===== src/rtl/ahblite_gpio_pkg.sv =====
// Shared definitions for the AHB-Lite GPIO responder: register offsets,
// HTRANS encodings and the byte-lane mask helper.
package ahblite_gpio_pkg;

  localparam logic [2:0] GPIO_DATA_OFS    = 3'd0;
  localparam logic [2:0] GPIO_OUTEN_OFS   = 3'd1;
  localparam logic [2:0] GPIO_INTEN_OFS   = 3'd2;
  localparam logic [2:0] GPIO_INTSTAT_OFS = 3'd3;
  localparam logic [2:0] GPIO_DOUT_OFS    = 3'd4;

  typedef enum logic [1:0] {
    HTRANS_IDLE   = 2'b00,
    HTRANS_BUSY   = 2'b01,
    HTRANS_NONSEQ = 2'b10,
    HTRANS_SEQ    = 2'b11
  } htrans_e;

  // Sizes above word are folded into the full four-lane mask.
  function automatic logic [3:0] lane_mask(input logic [2:0] i_size,
                                           input logic [1:0] i_addr);
    logic [3:0] w_mask;
    case (i_size)
      3'd0:    w_mask = 4'b0001 << i_addr;
      3'd1:    w_mask = i_addr[1] ? 4'b1100 : 4'b0011;
      default: w_mask = 4'b1111;
    endcase
    return w_mask;
  endfunction

endpackage


===== src/rtl/gpio_in_sync.sv =====
// Two-flop synchronizer for the GPIO pins followed by a rising-edge
// detector on the synchronized value.
module gpio_in_sync #(
  parameter int WIDTH = 16
) (
  input  logic             i_clk,
  input  logic             i_rst_n,
  input  logic [WIDTH-1:0] i_in,
  output logic [WIDTH-1:0] o_sync,
  output logic [WIDTH-1:0] o_rise
);

  logic [WIDTH-1:0] r_sync1;
  logic [WIDTH-1:0] r_sync2;
  logic [WIDTH-1:0] r_prev;

  always_ff @(posedge i_clk or negedge i_rst_n) begin
    if (!i_rst_n) begin
      r_sync1 <= '0;
      r_sync2 <= '0;
      r_prev  <= '0;
    end else begin
      r_sync1 <= i_in;
      r_sync2 <= r_sync1;
      r_prev  <= r_sync2;
    end
  end

  assign o_sync = r_sync2;
  assign o_rise = r_sync2 & ~r_prev;

endmodule


===== src/rtl/ahblite_gpio_slave.sv =====
// Zero-wait-state AHB-Lite responder exposing the GPIO register file
// (output data, output enable, interrupt enable, W1C interrupt status).
module ahblite_gpio_slave
  import ahblite_gpio_pkg::*;
#(
  parameter int GPIO_WIDTH = 16
) (
  input  logic                  HCLK,
  input  logic                  HRESETn,
  input  logic                  HSEL,
  input  logic [31:0]           HADDR,
  input  logic [1:0]            HTRANS,
  input  logic [2:0]            HSIZE,
  input  logic                  HWRITE,
  input  logic [31:0]           HWDATA,
  input  logic                  HREADY,
  output logic                  HREADYOUT,
  output logic                  HRESP,
  output logic [31:0]           HRDATA,
  input  logic [GPIO_WIDTH-1:0] GPIO_IN,
  output logic [GPIO_WIDTH-1:0] GPIO_OUT,
  output logic [GPIO_WIDTH-1:0] GPIO_OE,
  output logic                  GPIO_IRQ
);

  logic                  w_accept;
  logic                  r_valid;
  logic                  r_write;
  logic [2:0]            r_ofs;
  logic [3:0]            r_mask;

  logic [31:0]           w_bmask;
  logic [GPIO_WIDTH-1:0] w_lane;
  logic [GPIO_WIDTH-1:0] w_wdata;
  logic                  w_wr;

  logic [GPIO_WIDTH-1:0] r_dout;
  logic [GPIO_WIDTH-1:0] r_outen;
  logic [GPIO_WIDTH-1:0] r_inten;
  logic [GPIO_WIDTH-1:0] r_intstat;

  logic [GPIO_WIDTH-1:0] w_sync;
  logic [GPIO_WIDTH-1:0] w_rise;
  logic [GPIO_WIDTH-1:0] w_clear;
  logic [31:0]           w_rdata;
  logic                  w_unused;

  gpio_in_sync #(
    .WIDTH (GPIO_WIDTH)
  ) u_in_sync (
    .i_clk   (HCLK),
    .i_rst_n (HRESETn),
    .i_in    (GPIO_IN),
    .o_sync  (w_sync),
    .o_rise  (w_rise)
  );

  assign w_accept = HSEL & HTRANS[1] & HREADY;

  always_ff @(posedge HCLK or negedge HRESETn) begin
    if (!HRESETn) begin
      r_valid <= 1'b0;
      r_write <= 1'b0;
      r_ofs   <= '0;
      r_mask  <= '0;
    end else begin
      r_valid <= w_accept;
      if (w_accept) begin
        r_write <= HWRITE;
        r_ofs   <= HADDR[4:2];
        r_mask  <= lane_mask(HSIZE, HADDR[1:0]);
      end
    end
  end

  assign w_bmask = {{8{r_mask[3]}}, {8{r_mask[2]}}, {8{r_mask[1]}}, {8{r_mask[0]}}};
  assign w_lane  = w_bmask[GPIO_WIDTH-1:0];
  assign w_wdata = HWDATA[GPIO_WIDTH-1:0];
  assign w_wr    = r_valid & r_write;
  assign w_clear = (w_wr && r_ofs == GPIO_INTSTAT_OFS) ? (w_wdata & w_lane) : '0;

  // New rises are OR-ed in after the W1C clear so a coincident set wins.
  always_ff @(posedge HCLK or negedge HRESETn) begin
    if (!HRESETn) begin
      r_dout    <= '0;
      r_outen   <= '0;
      r_inten   <= '0;
      r_intstat <= '0;
    end else begin
      if (w_wr && r_ofs == GPIO_DATA_OFS)
        r_dout <= (r_dout & ~w_lane) | (w_wdata & w_lane);
      if (w_wr && r_ofs == GPIO_OUTEN_OFS)
        r_outen <= (r_outen & ~w_lane) | (w_wdata & w_lane);
      if (w_wr && r_ofs == GPIO_INTEN_OFS)
        r_inten <= (r_inten & ~w_lane) | (w_wdata & w_lane);
      r_intstat <= (r_intstat & ~w_clear) | (w_rise & r_inten);
    end
  end

  always_comb begin
    w_rdata = '0;
    if (r_valid && !r_write) begin
      case (r_ofs)
        GPIO_DATA_OFS:    w_rdata = 32'(w_sync);
        GPIO_OUTEN_OFS:   w_rdata = 32'(r_outen);
        GPIO_INTEN_OFS:   w_rdata = 32'(r_inten);
        GPIO_INTSTAT_OFS: w_rdata = 32'(r_intstat);
        GPIO_DOUT_OFS:    w_rdata = 32'(r_dout);
        default:          w_rdata = '0;
      endcase
    end
  end

  assign HRDATA    = w_rdata;
  assign HREADYOUT = 1'b1;
  assign HRESP     = 1'b0;
  assign GPIO_OUT  = r_dout;
  assign GPIO_OE   = r_outen;
  assign GPIO_IRQ  = |r_intstat;

  assign w_unused = &{1'b0, HADDR[31:5], HTRANS[0], HWDATA, w_bmask};

endmodule


===== config.mk =====
export PLATFORM = sky130hd
export DESIGN_NAME = ahblite_gpio_slave
export DESIGN_NICKNAME = d
export VERILOG_FILES = /design/src/rtl/ahblite_gpio_pkg.sv /design/src/rtl/gpio_in_sync.sv /design/src/rtl/ahblite_gpio_slave.sv
export SDC_FILE = /design/constraint.sdc
export NUM_CORES = 1
export LEC_CHECK = 0
export ABC_AREA = 1
export CAP_MARGIN = 20
export CELL_PAD_IN_SITES_DETAIL_PLACEMENT = 0
export CELL_PAD_IN_SITES_GLOBAL_PLACEMENT = 1
export CORE_AREA = 2 2 132 134
export CTS_CLUSTER_DIAMETER = 80
export DETAILED_ROUTE_END_ITERATION = 6
export DIE_AREA = 0 0 134 136
export GPL_TIMING_DRIVEN = 0
export PLACE_DENSITY_LB_ADDON = 0.2
export REMOVE_ABC_BUFFERS = 1
export SETUP_SLACK_MARGIN = 0.05
export SLEW_MARGIN = 40
export SYNTH_ARGS = -nofsm -noshare
export SYNTH_HDL_FRONTEND = slang
export SYNTH_HIERARCHICAL = 1
export SYNTH_SLANG_ARGS = --single-unit

===== constraint.sdc =====
create_clock -name HCLK -period 1.49 [get_ports HCLK]
set_input_delay 0.298 -clock HCLK [delete_from_list [all_inputs] [get_ports HCLK]]
set_output_delay 0.298 -clock HCLK [all_outputs]
set_load 0.02 [all_outputs]

==> Yosys cells after proc, flatten, opt, wreduce, memory -nomap -nowiden <==
Cells that the tools add are included.
{ "word_totals": {"regBits": 119, "out_inout_bits": 67, "word_cells": 48} }
{ "op_classes": {"n_eq_ne": 5, "shift": 1, "n_mux": 5, "bitwise_logic": 17, "reduce_logical": 9} }
{ "op_table": {"columns": ["operator", "count"], "rows": [
  ["$and 16x16->16", 7],
  ["$pmux 16 s5", 1],
  ["$or 16x16->16", 4],
  ["$not 16->16", 3],
  ["$mux 16", 2],
  ["$reduce_or 16->1", 1],
  ["$eq 3x1->1 const B", 2],
  ["$eq 3x2->1 const B", 2],
  ["$logic_not 3->1", 2],
  ["$logic_and 1x1->1", 5],
  ["$pmux 2 s2", 1],
  ["$and 1x1->1", 3],
  ["$eq 3x3->1 const B", 1],
  ["$mux 2", 1],
  ["$shl 1x2->2 const A", 1],
  ["$logic_not 1->1", 1]
]} }

==> Logic depth before layout (Yosys ltp) <==
Gate-level depths: netlist of the first run.
{ "depth": {"word_depth": 6, "ltp_mapped": 8, "ltp_nobuf": 6} }

==> By module <==
The synthesis of the first run kept the hierarchy.
{ "modules_own_cells": {"columns": ["module", "instances", "cells_per_inst", "area_per_inst_um2", "seq_area_each_um2"], "rows": [
  ["ahblite_gpio_slave", 1, 467, 3781.1, 1776.7],
  ["gpio_in_sync", 1, 80, 1361.3, 1201.2]
]} }

==> Worst setup path before layout of the first run <==
No wires, ideal clock.
{ "synth_path": {"path_kind": "register -> output", "start": "reg r_ofs[2]", "end": "out HRDATA[13]", "arrival_time_ps": 1448, "setup_slack_ps": -256, "path_stages_with_launch": 9, "path_buffers": 3, "path_cell_list": "dfrtp_1 > buf_4 > inv_2 > buf_2 > buf_2 > nand4_1 > nand3_1 > nor2_1 > nor2_1"} }
{ "synth_via": {"elab_chain_cells": 3, "word_cells_on_any_way": 7, "cone_classes": "4 x eq/ne; 2 x mux; 1 x reduce/logical"} }
{ "synth_rtl": {"columns": ["item", "line_no", "source"], "rows": [
  ["start, declared", "ahblite_gpio_slave.sv:29", "logic [2:0] r_ofs;"],
  ["start signal, assigned", "ahblite_gpio_slave.sv:70", "r_ofs <= HADDR[4:2];"],
  ["$eq 3x3->1 (tied with other cells)", "ahblite_gpio_slave.sv:103", "case (r_ofs)"],
  ["$pmux 16 s5 *", "ahblite_gpio_slave.sv:103", null],
  ["$mux 16 *", "ahblite_gpio_slave.sv:102", "if (r_valid && !r_write) begin"],
  ["end, declared", "ahblite_gpio_slave.sv:19", "output logic [31:0] HRDATA,"]
]} }
Every way passes the cells marked *; elsewhere a longest branch is shown, timed or not.

==> Final worst setup path of the first run <==
{ "layout_path": {"start": "reg r_ofs[2]", "end": "out HRDATA[0]"} }
Same word-level chain as after synthesis.

==> reports/qor.log, run 1 <==
INFO  run_status     outcome=finished with violations
INFO  run_status     violations=setup timing
INFO  sta            setup-violations-final=82
INFO  clocking       clock_insertion_delay_worst_skew=0.42ns
INFO  setup_path     cp_slowest_cell=dfrtp_4
INFO  logic_synthesis synth_edf_count=0
INFO  layout         layoutNonFillerInstCount=921
INFO  logic_synthesis ys_top_cells_by_area=dfrtp_1 (58%), nand2_1 (7.2%), o21ai_1 (5.7%)
INFO  sta            layout_min_cycle_time=2.27ns
INFO  setup_path     crit_fanout=8
INFO  placement      place.detailed.hpwl=8.85mm
INFO  placement      place.detailed.instances=841
INFO  setup_path     biggest_cell_delay_along_the_critical_path=0.52ns
INFO  layout         post-route-util=45.0%
INFO  sta            grt_setup_unrepaired=true
INFO  setup_path     worstPathArrival=1.97ns
INFO  global_route   grt_overflow=0
INFO  detailed_routing avgRoutedWirePerCell=17.9µm
INFO  global_route   wire_length_of_the_first_global_routing_pass=23.8mm
INFO  sta            post-route-worst-setup-slack=-0.780ns
INFO  placement      io_buffers=94
INFO  detailed_routing postRouteWirelength=16.5mm
INFO  setup_path     critical_path_required=1.19ns
INFO  sta            tightest_slew=0.738ns
INFO  layout         nNetsFinal=774
INFO  sta            final.setup_skew=0.00635ns
INFO  global_route   first_global_vias=4224
INFO  die            initial_core_utilization=30.5%
INFO  sta            hold_violation_count_in_the_final_report=0
INFO  layout         flow.area_growth_from_synthesis=47.7%
INFO  global_route   grt_start_max_net_pins=71
INFO  logic_synthesis synth_commonest_cells=dfrtp_1 (119), nand2_1 (99), o21ai_1 (59)
INFO  placement      routabilityCongestion=0.751
INFO  logic_synthesis synth_warnings=6
INFO  sta            totalNegativeSetupSlack=-29.03ns
INFO  power_and_ir_drop power.ir.vdd_worst=0.000986V
INFO  clocking       cts.sink_count=119
INFO  detailed_routing dr.first_iter.drc_count=401
INFO  clocking       tritoncts.num_buffers=17
INFO  logic_synthesis seq_area_frac_synth=57.9%
INFO  logic_synthesis most_area_hungry_cell_type_in_the_yosys_netlist=dfrtp_1
INFO  detailed_routing post_drt_via_cell_ratio=4.91
INFO  logic_synthesis synth.most_common_cell=dfrtp_1
INFO  sta            report.final.slew_viol_count=0
INFO  clocking       cts_buffer_depth=2
INFO  sta            achievable-frequency=440MHz
INFO  layout         final.fill_count=1597
INFO  job            maxCapViolations=0
INFO  global_route   grt_antenna_before_repair=0
INFO  clocking       cts.htree.levels=4
INFO  clocking       root_buffer=clkbuf_16
INFO  logic_synthesis yosysUniqueCellTypes=26
INFO  detailed_routing num_vias=4520
INFO  setup_path     timing_worst_setup_path_type=register to output port
INFO  sta            layout_worst_path_cycle_share=152%
INFO  layout         fraction_of_layout_cells_with_a_size_suffix_above_1=36.8%
INFO  logic_synthesis synth_top_flop_cell=dfrtp_1
INFO  setup_path     startpoint_type=register
INFO  setup_path     worst_path_most_repeated_cell=nor2_1
INFO  clocking       cts.reportedPaths.clkPinSlew=0.05ns
INFO  die            die_height=136µm
INFO  logic_synthesis synth-seq-cells=119
INFO  logic_synthesis mappedNetlistArea=5140µm²
INFO  detailed_routing post-route-drc-count=0
INFO  logic_synthesis syn-instance-count=547
INFO  detailed_routing first_pass_iters=6
INFO  die            floorplan.die_area=18200µm²
INFO  die            core_region_area=16900µm²
INFO  logic_synthesis post_synth.cell_area_avg=9.40µm²
INFO  power_and_ir_drop cellPowerDensity=1650nW/µm²
INFO  global_route   track_usage=17.8%
INFO  die            io_pins=157
INFO  die            fp.dieW=134µm
INFO  sta            timing.max_slew.rel_slack=50.8%
INFO  setup_path     critical_path.cell_chain=buf_6 -> nor3_4 -> buf_12 -> nand2_4 -> nand2_2 -> nor2_1 -> nor2_1 -> buf_4
INFO  min_path       min-delay-path-class=primary input to register
INFO  logic_synthesis async_flop_share=100%
INFO  detailed_routing postRouteAntennaNets=0
INFO  power_and_ir_drop total_leakage_power=3.46nW
INFO  setup_path     setup.worst_path.end_class=output port
INFO  layout         n_antenna_cell=0
INFO  die            rows=48
INFO  clocking       cts_tree=done
INFO  logic_synthesis synth_top_area_share=57.9%
## final timing paths
path,slack [ns],depth (start not counted),from,end
worst max register to register,-0.65,13,r_ofs[2]$_DFFE_PN0P_,register
max in group asynchronous,0.41,3,HRESETn,r_ofs[2]$_DFFE_PN0P_
min in group asynchronous,0.37,2,HRESETn,asynchronous set/reset pin
worst max-delay path,-0.78,8,r_ofs[2]$_DFFE_PN0P_,HRDATA[0]
worst min register to register,0.34,0,u_in_sync/r_sync1[8]$_DFF_PN0_,u_in_sync/o_sync[8]$_DFF_PN0_
worst min-delay path,0.32,1,GPIO_IN[4],u_in_sync/r_sync1[4]$_DFF_PN0_
## critical path: cells and delay by family, from the launching register on
| kind | cells | cell delay [ns] |
|---|---|---|
| AND/OR/NAND/NOR | 5 | 0.53 |
| flip-flops | 1 | 0.52 |
| buffers and inverters | 3 | 0.50 |
## layout by cell type, fill, tap and decap left out, types with 27 or more instances in the layout
master | Yosys | layout
inv_1 | 45 | 45
nand2_1 | 99 | 65
o21ai_1 | 59 | 27
dfrtp_1 | 119 | 116
buf_4 | 20 | 33
clkdlybuf4s50_1 | 0 | 44
nand2_2 | 6 | 32
nor2_1 | 36 | 33
nand4_1 | 32 | 32
o21ai_2 | 16 | 49
nand3_1 | 52 | 49
## final cells by class
cell class	instances	area (µm²)	share of cell area, %
Timing Repair inverter	2	27.5	0.362
Tap cell	225	282	3.71
Clock inverter	9	101	1.33
Timing Repair Buffer	139	1340	17.6
Sequential cell	119	2990	39.4
Multi-Input combinational cell	356	2180	28.7
Clock buffer	22	464	6.11
Inverter	49	215	2.83
## power by group
part	switching [W]	internal, W	leakage (nW)
clock network	0.00141	0.00252	0.279
logic	0.00219	0.00165	1.88
registers	0.000766	0.00399	1.30
total	0.00437	0.00817	3.46
## what timing repair did
item / CTS / global route
resized for setup: 217 / 102
endpoints found under the hold margin: 49 / 0
pin swaps: 9 / 13
cloned: 4 / 3
hold buffers: 1 / 0
buffers inserted: 22 / 20
setup endpoints to repair: 113 / 107
## routing by layer
layer / wire [µm] / GRT usage, % / vias to the layer above
met5: 0 / 0 / -
met2: 7790 / 27.4 / 182
li1: - / - / 2068
met1: 7410 / 23.7 / 2249
met3: 1100 / 5.22 / 21
met4: 210 / 6.68 / 0
## per-stage QoR
stage	cell area (µm²)	power, W	hold slack, ns	setup slack [ns]
floorplan	4930	0.00639	0.00241	-0.668
detailed placement	6220	0.00807	0.234	-1.64
finish	7590	0.0125	0.316	-0.780
CTS	7250	0.0123	0.301	-0.776
global placement	6160	0.00796	0.332	-4.62
global route	7590	0.0132	0.299	-0.856
## cells by family (layout without fill, tap and decap cells)
group	count (synthesis)	after routing	share of synthesized area, %
and+or+nand+nor	253	257	23.9
other	2	18	0.146
AOI/OAI and AO/OA	81	81	9.20
buffers and inverters	92	221	8.81
DFF	119	119	57.9
(Power assumes the default switching activity.)
==> inputs of run 2 (changes only) <==
Settings changed: CORE_AREA 2 2 132 134 to 2 2 125 127, DIE_AREA 0 0 134 136 to 0 0 127 129.
Clock period 1.49 ns to 2.3 ns, I/O delays scaled along.
==> run 2 against run 1 <==
  * The run still ends with setup timing left
  * Worst setup slack improved by 0.73 ns
  * Combinational power shrank 35%
  * Utilization grew 3.9 points
  * Largest cell class unchanged
  * Die area shrank 10%
  * Sequential share of layout area is 1.5 points higher
  * Total power is 34% lower
  * Flip-flop and latch count did not move
  * Sequential power shrank 36%
  * Count of clock-buffer cells in the layout increased by 1
  * Critical path type unchanged
  * Clock power down 30%
  * Highest routed layer unchanged
  * Routed wire length shrank 8.9%
  * Hold slack worse by 0.28 ns
==> reports/qor.log, run 2 (synthesis gave the netlist of run 1 again) <==
INFO  global_route   track_usage=18.1% [was 17.8%]
INFO  clocking       clock_insertion_delay_worst_skew=0.41ns [was 0.42 ns]
INFO  setup_path     cp_slowest_cell=dfrtp_4 [unchanged]
INFO  setup_path     cp.buffers_inverters=3 [unchanged]
INFO  power_and_ir_drop cellPowerDensity=1140nW/µm² [was 1650 nW/µm²]
INFO  global_route   first_global_vias=4041 [was 4224]
INFO  setup_path     crit_fanout=4 [was 8]
INFO  layout         area_of_combinational_cells_with_multiple_inputs=1980µm² [was 2180 µm²]
INFO  layout         final.fill_count=1404 [was 1597]
INFO  setup_path     startpoint_type=register [unchanged]
INFO  sta            achievable-frequency=425MHz
INFO  die            die_height=129µm [was 136 µm]
INFO  placement      place.detailed.hpwl=8.63mm [was 8.85 mm]
INFO  run_status     outcome=finished with violations [unchanged]
INFO  setup_path     cpLargestDelayFamily=buffers and inverters [was simple AND/OR/NAND/NOR gates]
INFO  setup_path     worst_setup_path_startpoint=r_ofs[2]$_DFFE_PN0P_ [unchanged]
INFO  setup_path     setup.worst_path.end_class=output port [unchanged]
INFO  detailed_routing dr.first_iter.drc_count=273 [was 401]
INFO  global_route   grt_start_max_net_pins=76 [was 71]
INFO  clocking       tritoncts.num_buffers=17 [unchanged]
INFO  detailed_routing avgRoutedWirePerCell=17.4µm [was 17.9 µm]
INFO  placement      place_ws=-0.934ns [was -1.64 ns]
INFO  setup_path     worstReg2RegStart=r_ofs[2]$_DFFE_PN0P_ [unchanged]
INFO  detailed_routing postRouteAntennaNets=0 [unchanged]
INFO  sta            post-route-worst-setup-slack=-0.0540ns [was -0.780 ns]
INFO  layout         layoutNonFillerInstCount=865 [was 921]
INFO  sta            layout_min_cycle_time=2.35ns
INFO  sta            layout_worst_path_cycle_share=102%
INFO  placement      place.detailed.instances=805 [was 841]
INFO  die            core_region_area=15000µm² [was 16900 µm²]
INFO  layout         nNetsFinal=754 [was 774]
INFO  setup_path     biggest_cell_delay_along_the_critical_path=0.49ns [was 0.52 ns]
INFO  layout         commonest_non_fill_non_tap_cell_in_the_layout=dfrtp_1 [unchanged]
INFO  setup_path     worstPathArrival=1.89ns [was 1.97 ns]
INFO  detailed_routing postRouteWirelength=15.0mm [was 16.5 mm]
INFO  power_and_ir_drop total_leakage_power=3.35nW [was 3.46 nW]
INFO  sta            setup-violations-final=12 [was 82]
INFO  clocking       cts_tree=done [unchanged]
INFO  layout         fraction_of_layout_cells_with_a_size_suffix_above_1=25.0% [was 36.8%]
INFO  clocking       cts_hold_buf=0 [was 1]
INFO  die            initial_core_utilization=34.3% [was 30.5%]
INFO  clocking       cts_buffer_depth=2 [unchanged]
INFO  setup_path     critical_path.cell_chain=buf_6 -> nor3_4 -> buf_6 -> nand2_4 -> nand2_2 -> nor2_1 -> nor2_1 -> buf_4 [was buf_6 -> nor3_4 -> buf_12 -> nand2_4 -> nand2_2 -> nor2_1 -> nor2_1 -> buf_4]
INFO  clocking       cts.htree.levels=4 [unchanged]
INFO  clocking       cts.reportedPaths.clkPinSlew=0.05ns [about the same]
INFO  global_route   grt_antenna_before_repair=0 [unchanged]
INFO  setup_path     timing_worst_setup_path_type=register to output port [unchanged]
INFO  global_route   grt_overflow=0 [unchanged]
INFO  run_status     violations=setup timing [unchanged]
INFO  clocking       root_buffer=clkbuf_16 [unchanged]
INFO  power_and_ir_drop power.ir.vdd_worst=0.000512V [was 0.000986 V]
INFO  die            io_pins=157 [unchanged]
INFO  die            rows=45 [was 48]
INFO  layout         flow.area_growth_from_synthesis=42.3% [was 47.7%]
INFO  detailed_routing num_vias=4288 [was 4520]
INFO  global_route   wire_length_of_the_first_global_routing_pass=22.3mm [was 23.8 mm]
INFO  die            floorplan.die_area=16400µm² [was 18200 µm²]
INFO  layout         post-route-util=48.9% [was 45.0%]
INFO  sta            hold_violation_count_in_the_final_report=0 [unchanged]
INFO  job            maxCapViolations=0 [unchanged]
INFO  sta            grt_setup_unrepaired=true [unchanged]
INFO  setup_path     critical_path_required=1.84ns [was 1.19 ns]
INFO  min_path       min-delay-path-class=primary input to asynchronous set/reset pin [was primary input to register]
INFO  placement      routabilityCongestion=0.782 [was 0.751]
INFO  sta            final.setup_skew=0.00754ns [was 0.00635 ns]
INFO  layout         n_antenna_cell=0 [unchanged]
INFO  placement      io_buffers=94 [unchanged]
INFO  layout         sequential_cell_area=2990µm² [unchanged]
INFO  detailed_routing post-route-drc-count=0 [unchanged]
INFO  detailed_routing first_pass_iters=5 [was 6]
INFO  detailed_routing post_drt_via_cell_ratio=4.96 [was 4.91]
INFO  clocking       cts.sink_count=119 [unchanged]
INFO  layout         mostFrequentLayoutCells=dfrtp_1 (116), nand2_1 (89), clkdlybuf4s50_1 (76) [was dfrtp_1 (116), nand2_1 (65), nand3_1 (49), o21ai_2 (49), inv_1 (45)]
INFO  die            fp.dieW=127µm [was 134 µm]
INFO  sta            report.final.slew_viol_count=0 [unchanged]
run 2: cell count changes in the layout (fill, tap and decap cells not counted), sizes merged:
cell	delta
bufinv	+1
clkbuf	-21
clkdlybuf4s50	+32
clkdlybuf4s15	-3
dlygate4sd3	-1
nand3	-1
buf	-24
inv	+1
nand2	-2
clkinvlp	-1
run 2: through the flow:
step	TNS (ns)	total power (W)	cell area (µm²)	hold slack (ns)
detailed placement	-18.78	0.00522	6200	0.335
floorplan	-0.0405	0.00414	4930	0.164
global route	-1.55	0.00872	7320	0.0614
finish	-0.382	0.00831	7320	0.0347
global placement	-515.26	0.00514	6110	0.331
CTS	-0.505	0.00818	7070	0.0371
run 2: final timing paths:
check | endpoint | slack, ns | cells past startpoint
hold reg to reg | u_in_sync/o_sync[8]$_DFF_PN0_ | 0.35 | 0
setup / recovery | HRDATA[6] | -0.05 | 8
hold / removal | asynchronous set/reset pin | 0.03 | 2
setup reg to reg | register | 0.44 | 7
min in group HCLK | u_in_sync/o_sync[8]$_DFF_PN0_ | 0.35 | 0
max in group asynchronous | u_in_sync/r_prev[13]$_DFF_PN0_ | 1.70 | 3
run 2: final cells by class:
type | instances | share of cell area (%)
inverters | 49 | 2.98
well taps | 188 | 3.21
repair buffers | 121 | 16.8
flip-flops and latches | 119 | 40.9
multi-input cells | 353 | 27.1
repair inverters | 3 | 0.564
clock inverters | 9 | 1.64
clock buffers | 23 | 6.81
run 2: layer usage:
metal / wire [µm] / vias to the layer above / track usage, % / share of wire [%]
met5: 0 / - / 0 / 0
li1: - / 2027 / - / -
met1: 6980 / 2081 / 25.3 / 46
met3: 851 / 23 / 4.07 / 5.7
met4: 274 / 0 / 6.53 / 1.8
met2: 6930 / 157 / 27.9 / 46
run 2: repair_timing:
item | in CTS | in global routing
buffers inserted | 18 | 7
cloned | 2 | 4
pin swaps | 4 | 9
endpoints found under the setup margin | 49 | 17
gates resized for setup | 112 | 45
run 2: power breakdown:
group	switching (W)	internal (W)	leakage (nW)
registers	0.000457	0.00259	1.30
clock network	0.000920	0.00184	0.312
logic	0.00137	0.00114	1.74
==> inputs of run 3 (changes only) <==
Settings changed: ABC_AREA 1 to not set, CELL_PAD_IN_SITES_DETAIL_PLACEMENT 0 to 1, CELL_PAD_IN_SITES_GLOBAL_PLACEMENT 1 to 2, CORE_AREA 2 2 125 127 to 2 2 134 136, DIE_AREA 0 0 127 129 to 0 0 136 138, SETUP_SLACK_MARGIN 0.05 to 0.4.
==> run 3 against run 2 <==
  * The flow still finishes with violations (setup timing)
  * Utilization is 6.1 points lower
  * Total power is 19% lower
  * Global-route usage is 0.55 points lower
  * Synthesized cell count is 25% lower
  * Sequential share of layout area is 0.99 points lower
  * Clock skew is 0.0031 ns higher
  * Largest power group is now the clock network
  * Highest routed layer unchanged
==> reports/qor.log, run 3 <==
INFO  run_status     outcome=finished with violations [unchanged]
INFO  run_status     violations=setup timing [unchanged]
INFO  die            floorplan.die_area=18800µm² [was 16400 µm²]
INFO  clocking       tritoncts.num_buffers=17 [unchanged]
INFO  layout         final.fill_count=1838 [was 1404]
INFO  logic_synthesis yosysUniqueCellTypes=35 [was 26]
INFO  min_path       worst_hold_path.num_cells=0
INFO  die            rows=49 [was 45]
INFO  sta            layout_min_cycle_time=2.52ns [was 2.35 ns]
INFO  detailed_routing dr.first_iter.drc_count=127 [was 273]
INFO  global_route   grt_antenna_before_repair=0 [unchanged]
INFO  logic_synthesis synth_warnings=6 [unchanged]
INFO  setup_path     critical_path_required=1.84ns [about the same]
INFO  setup_path     critical_path.cell_chain=buf_12 -> or2_4 -> a21oi_4 -> buf_6 -> o31a_1 -> buf_6 [was buf_6 -> nor3_4 -> buf_6 -> nand2_4 -> nand2_2 -> nor2_1 -> nor2_1 -> buf_4]
INFO  setup_path     timing_worst_setup_path_type=register to output port [unchanged]
INFO  logic_synthesis syn-instance-count=412 [was 547]
INFO  layout         nNetsFinal=617 [was 754]
INFO  layout         post-route-util=42.8% [was 48.9%]
INFO  layout         finalInstanceArea=7500µm² [was 7320 µm²]
INFO  detailed_routing post_drt_via_cell_ratio=4.75 [was 4.96]
INFO  min_path       min-delay-path-class=register to register [was primary input to asynchronous set/reset pin]
INFO  detailed_routing postRouteWirelength=15.6mm [was 15.0 mm]
INFO  global_route   track_usage=17.6% [was 18.1%]
INFO  logic_synthesis synth.most_common_cell=dfrtp_1 [unchanged]
INFO  job            maxCapViolations=0 [unchanged]
INFO  logic_synthesis synth_top_area_share=56.3% [was 57.9%]
INFO  setup_path     worst_path_most_repeated_cell=buf_6
INFO  layout         n_antenna_cell=0 [unchanged]
INFO  setup_path     cp_slowest_cell=dfrtp_4 [unchanged]
INFO  die            fp.dieW=136µm [was 127 µm]
INFO  global_route   wire_length_of_the_first_global_routing_pass=24.1mm [was 22.3 mm]
INFO  detailed_routing avgRoutedWirePerCell=20.3µm [was 17.4 µm]
INFO  setup_path     worst_setup_path_startpoint=r_ofs[0]$_DFFE_PN0P_ [was r_ofs[2]$_DFFE_PN0P_]
INFO  layout         mostFrequentLayoutCells=dfrtp_1 (116), clkdlybuf4s50_1 (49), mux2_2 (48) [was dfrtp_1 (116), nand2_1 (89), clkdlybuf4s50_1 (76)]
INFO  die            core_region_area=17500µm² [was 15000 µm²]
INFO  clocking       cts_buffer_depth=2 [unchanged]
INFO  logic_synthesis synth_edf_count=0 [unchanged]
INFO  placement      io_buffers=94 [unchanged]
INFO  placement      place.detailed.hpwl=8.95mm [was 8.63 mm]
INFO  die            initial_core_utilization=30.2% [was 34.3%]
INFO  setup_path     startpoint_type=register [unchanged]
INFO  setup_path     biggest_cell_delay_along_the_critical_path=0.50ns [was 0.49 ns]
INFO  sta            hold_violation_count_in_the_final_report=0 [unchanged]
INFO  layout         flow.area_growth_from_synthesis=41.7% [was 42.3%]
INFO  logic_synthesis post_synth.cell_area_avg=12.8µm² [was 9.40 µm²]
INFO  clocking       cts.reportedPaths.clkPinSlew=0.05ns [about the same]
INFO  placement      postPlaceCellArea=6390µm² [was 6200 µm²]
INFO  logic_synthesis most_area_hungry_cell_type_in_the_yosys_netlist=dfrtp_1 [unchanged]
INFO  min_path       hold_path_startpoint=u_in_sync/r_sync1[10]$_DFF_PN0_
INFO  logic_synthesis synth_commonest_cells=dfrtp_1 (119), mux2_2 (48), nand3b_1 (32) [was dfrtp_1 (119), nand2_1 (99), o21ai_1 (59)]
INFO  setup_path     worstReg2RegStart=r_ofs[0]$_DFFE_PN0P_ [was r_ofs[2]$_DFFE_PN0P_]
INFO  detailed_routing first_pass_iters=4 [was 5]
INFO  logic_synthesis synth-seq-cells=119 [unchanged]
INFO  logic_synthesis mappedNetlistArea=5290µm² [was 5140 µm²]
INFO  sta            post-route-worst-setup-slack=-0.220ns [was -0.0540 ns]
INFO  global_route   first_global_vias=3971 [was 4041]
INFO  layout         commonest_non_fill_non_tap_cell_in_the_layout=dfrtp_1 [unchanged]
INFO  setup_path     cpLargestDelayFamily=flip-flops [was buffers and inverters]
INFO  logic_synthesis seq_area_frac_synth=56.3% [was 57.9%]
INFO  clocking       cts_tree=done [unchanged]
INFO  sta            layout_worst_path_cycle_share=110% [was 102%]
INFO  global_route   grt_start_max_net_pins=74 [was 76]
INFO  clocking       cts.htree.levels=4 [unchanged]
INFO  die            die_height=138µm [was 129 µm]
INFO  setup_path     crit_cells=6 [was 8]
INFO  power_and_ir_drop total_leakage_power=3.36nW [was 3.35 nW]
INFO  setup_path     setup.worst_path.end_class=output port [unchanged]
INFO  sta            setup-violations-final=16 [was 12]
INFO  sta            final.setup_skew=0.0107ns [was 0.00754 ns]
INFO  detailed_routing postRouteAntennaNets=0 [unchanged]
INFO  sta            final.hold.worst_slack=0.345ns [was 0.0347 ns]
INFO  logic_synthesis synth_top_flop_cell=dfrtp_1 [unchanged]
INFO  setup_path     crit_fanout=6 [was 4]
INFO  detailed_routing num_vias=3646 [was 4288]
INFO  global_route   grt_overflow=0 [unchanged]
INFO  sta            achievable-frequency=397MHz [was 425 MHz]
INFO  die            io_pins=157 [unchanged]
INFO  placement      routabilityCongestion=0.708 [was 0.782]
INFO  logic_synthesis ys_top_cells_by_area=dfrtp_1 (56%), mux2_2 (10%), nand3b_1 (4.5%) [was dfrtp_1 (58%), nand2_1 (7.2%), o21ai_1 (5.7%)]
INFO  sta            grt_setup_unrepaired=true [unchanged]
INFO  clocking       root_buffer=clkbuf_16 [unchanged]
INFO  power_and_ir_drop cellPowerDensity=897nW/µm² [was 1140 nW/µm²]
INFO  setup_path     cp.buffers_inverters=3 [unchanged]
INFO  logic_synthesis async_flop_share=100% [unchanged]
INFO  setup_path     worst_r2r_path_depth=5 [was 7]
INFO  sta            totalNegativeSetupSlack=-3.10ns [was -0.382 ns]
INFO  sta            report.final.slew_viol_count=0 [unchanged]
INFO  layout         fraction_of_layout_cells_with_a_size_suffix_above_1=30.4% [was 25.0%]
INFO  detailed_routing post-route-drc-count=0 [unchanged]
INFO  setup_path     worstPathArrival=2.06ns [was 1.89 ns]
INFO  power_and_ir_drop power.ir.vdd_worst=0.000531V [was 0.000512 V]
INFO  clocking       cts.sink_count=119 [unchanged]
INFO  clocking       clock_insertion_delay_worst_skew=0.42ns [was 0.41 ns]
-- run 3: cell types whose count changed after synthesis, sizes merged, moves of 14 or more --
cell	before	now
a21oi	0	18
nand3b	0	34
nand3	57	19
inv	49	2
nor2	54	18
nor2b	0	17
o21ai	79	0
nand2	105	14
o31a	0	16
nand4	32	1
mux2	0	48
a22o	0	16
mux2i	0	16
nor3b	0	14
-- run 3: timing repair --
action,in CTS,in global routing
buffers inserted,20,1
endpoints found under the setup margin,77,74
hold buffers,1,0
resized for setup,111,37
endpoints found under the hold margin,46,0
cloned,2,0
pin swaps,9,6
-- run 3: power breakdown --
| group | total [W] | internal [W] | switching, W |
|---|---|---|---|
| sequential | 0.00244 | 0.00229 | 0.000149 |
| clock | 0.00287 | 0.00193 | 0.000947 |
| combinational | 0.00141 | 0.000687 | 0.000719 |
-- run 3: layer usage --
layer / part of all wire (%) / wire (µm) / GRT usage (%) / vias to the layer above
li1: - / - / - / 1672
met1: 44 / 6880 / 22.9 / 1876
met2: 50 / 7820 / 28.7 / 83
met3: 4.1 / 637 / 4.47 / 15
met4: 1.4 / 218 / 5.15 / 0
met5: 0 / 0 / 0 / -
-- run 3: cell families (layout without fill, tap and decap cells) --
kind of cell,after synthesis,in the layout,share of synthesized area [%]
flip-flops,119,119,56.3
buffers and inverters,43,153,5.27
AO/OA/AOI/OAI,52,52,7.54
other,2,18,0.142
multiplexers,64,64,13.2
AND/OR/NAND/NOR,132,133,17.5
-- run 3: metrics by stage --
stage                     worst slack, ns  cells  power, W
final                              -0.220    768   0.00672
after global routing               -0.287    768   0.00703
after CTS                          -0.201    767   0.00681
after detailed placement            -1.16    713   0.00369
after global placement              -4.07    710   0.00364
after floorplan                    -0.329    387   0.00307
-- run 3: final cells by class --
type / count / area (µm²) / share of cell area (%)
Clock inverter: 6 / 110 / 1.47
Inverter: 2 / 7.51 / 0.100
Sequential cell: 119 / 2990 / 39.9
Clock buffer: 25 / 536 / 7.14
Timing Repair Buffer: 120 / 1350 / 18.0
Tap cell: 229 / 287 / 3.82
Multi-Input combinational cell: 267 / 2220 / 29.6
-- run 3: path summary, 6_finish.rpt --
check,end,slack (ns)
hold reg to reg,u_in_sync/o_sync[10]$_DFF_PN0_,0.35
max in group asynchronous,r_ofs[0]$_DFFE_PN0P_,1.04
setup / recovery,HRDATA[5],-0.22
hold / removal,u_in_sync/o_sync[10]$_DFF_PN0_,0.35
setup reg to reg,r_intstat[6]$_DFF_PN0_,0.50
min in group asynchronous,asynchronous set/reset pin,0.53
-- run 3: worst reg2reg max path: stages (launching register included) --
cell and delay, ns:
dfrtp_4 0.43, buf_4 0.13, bufbuf_16 0.29, and3b_2 0.48, nand3_1 0.13, a22o_1 0.20
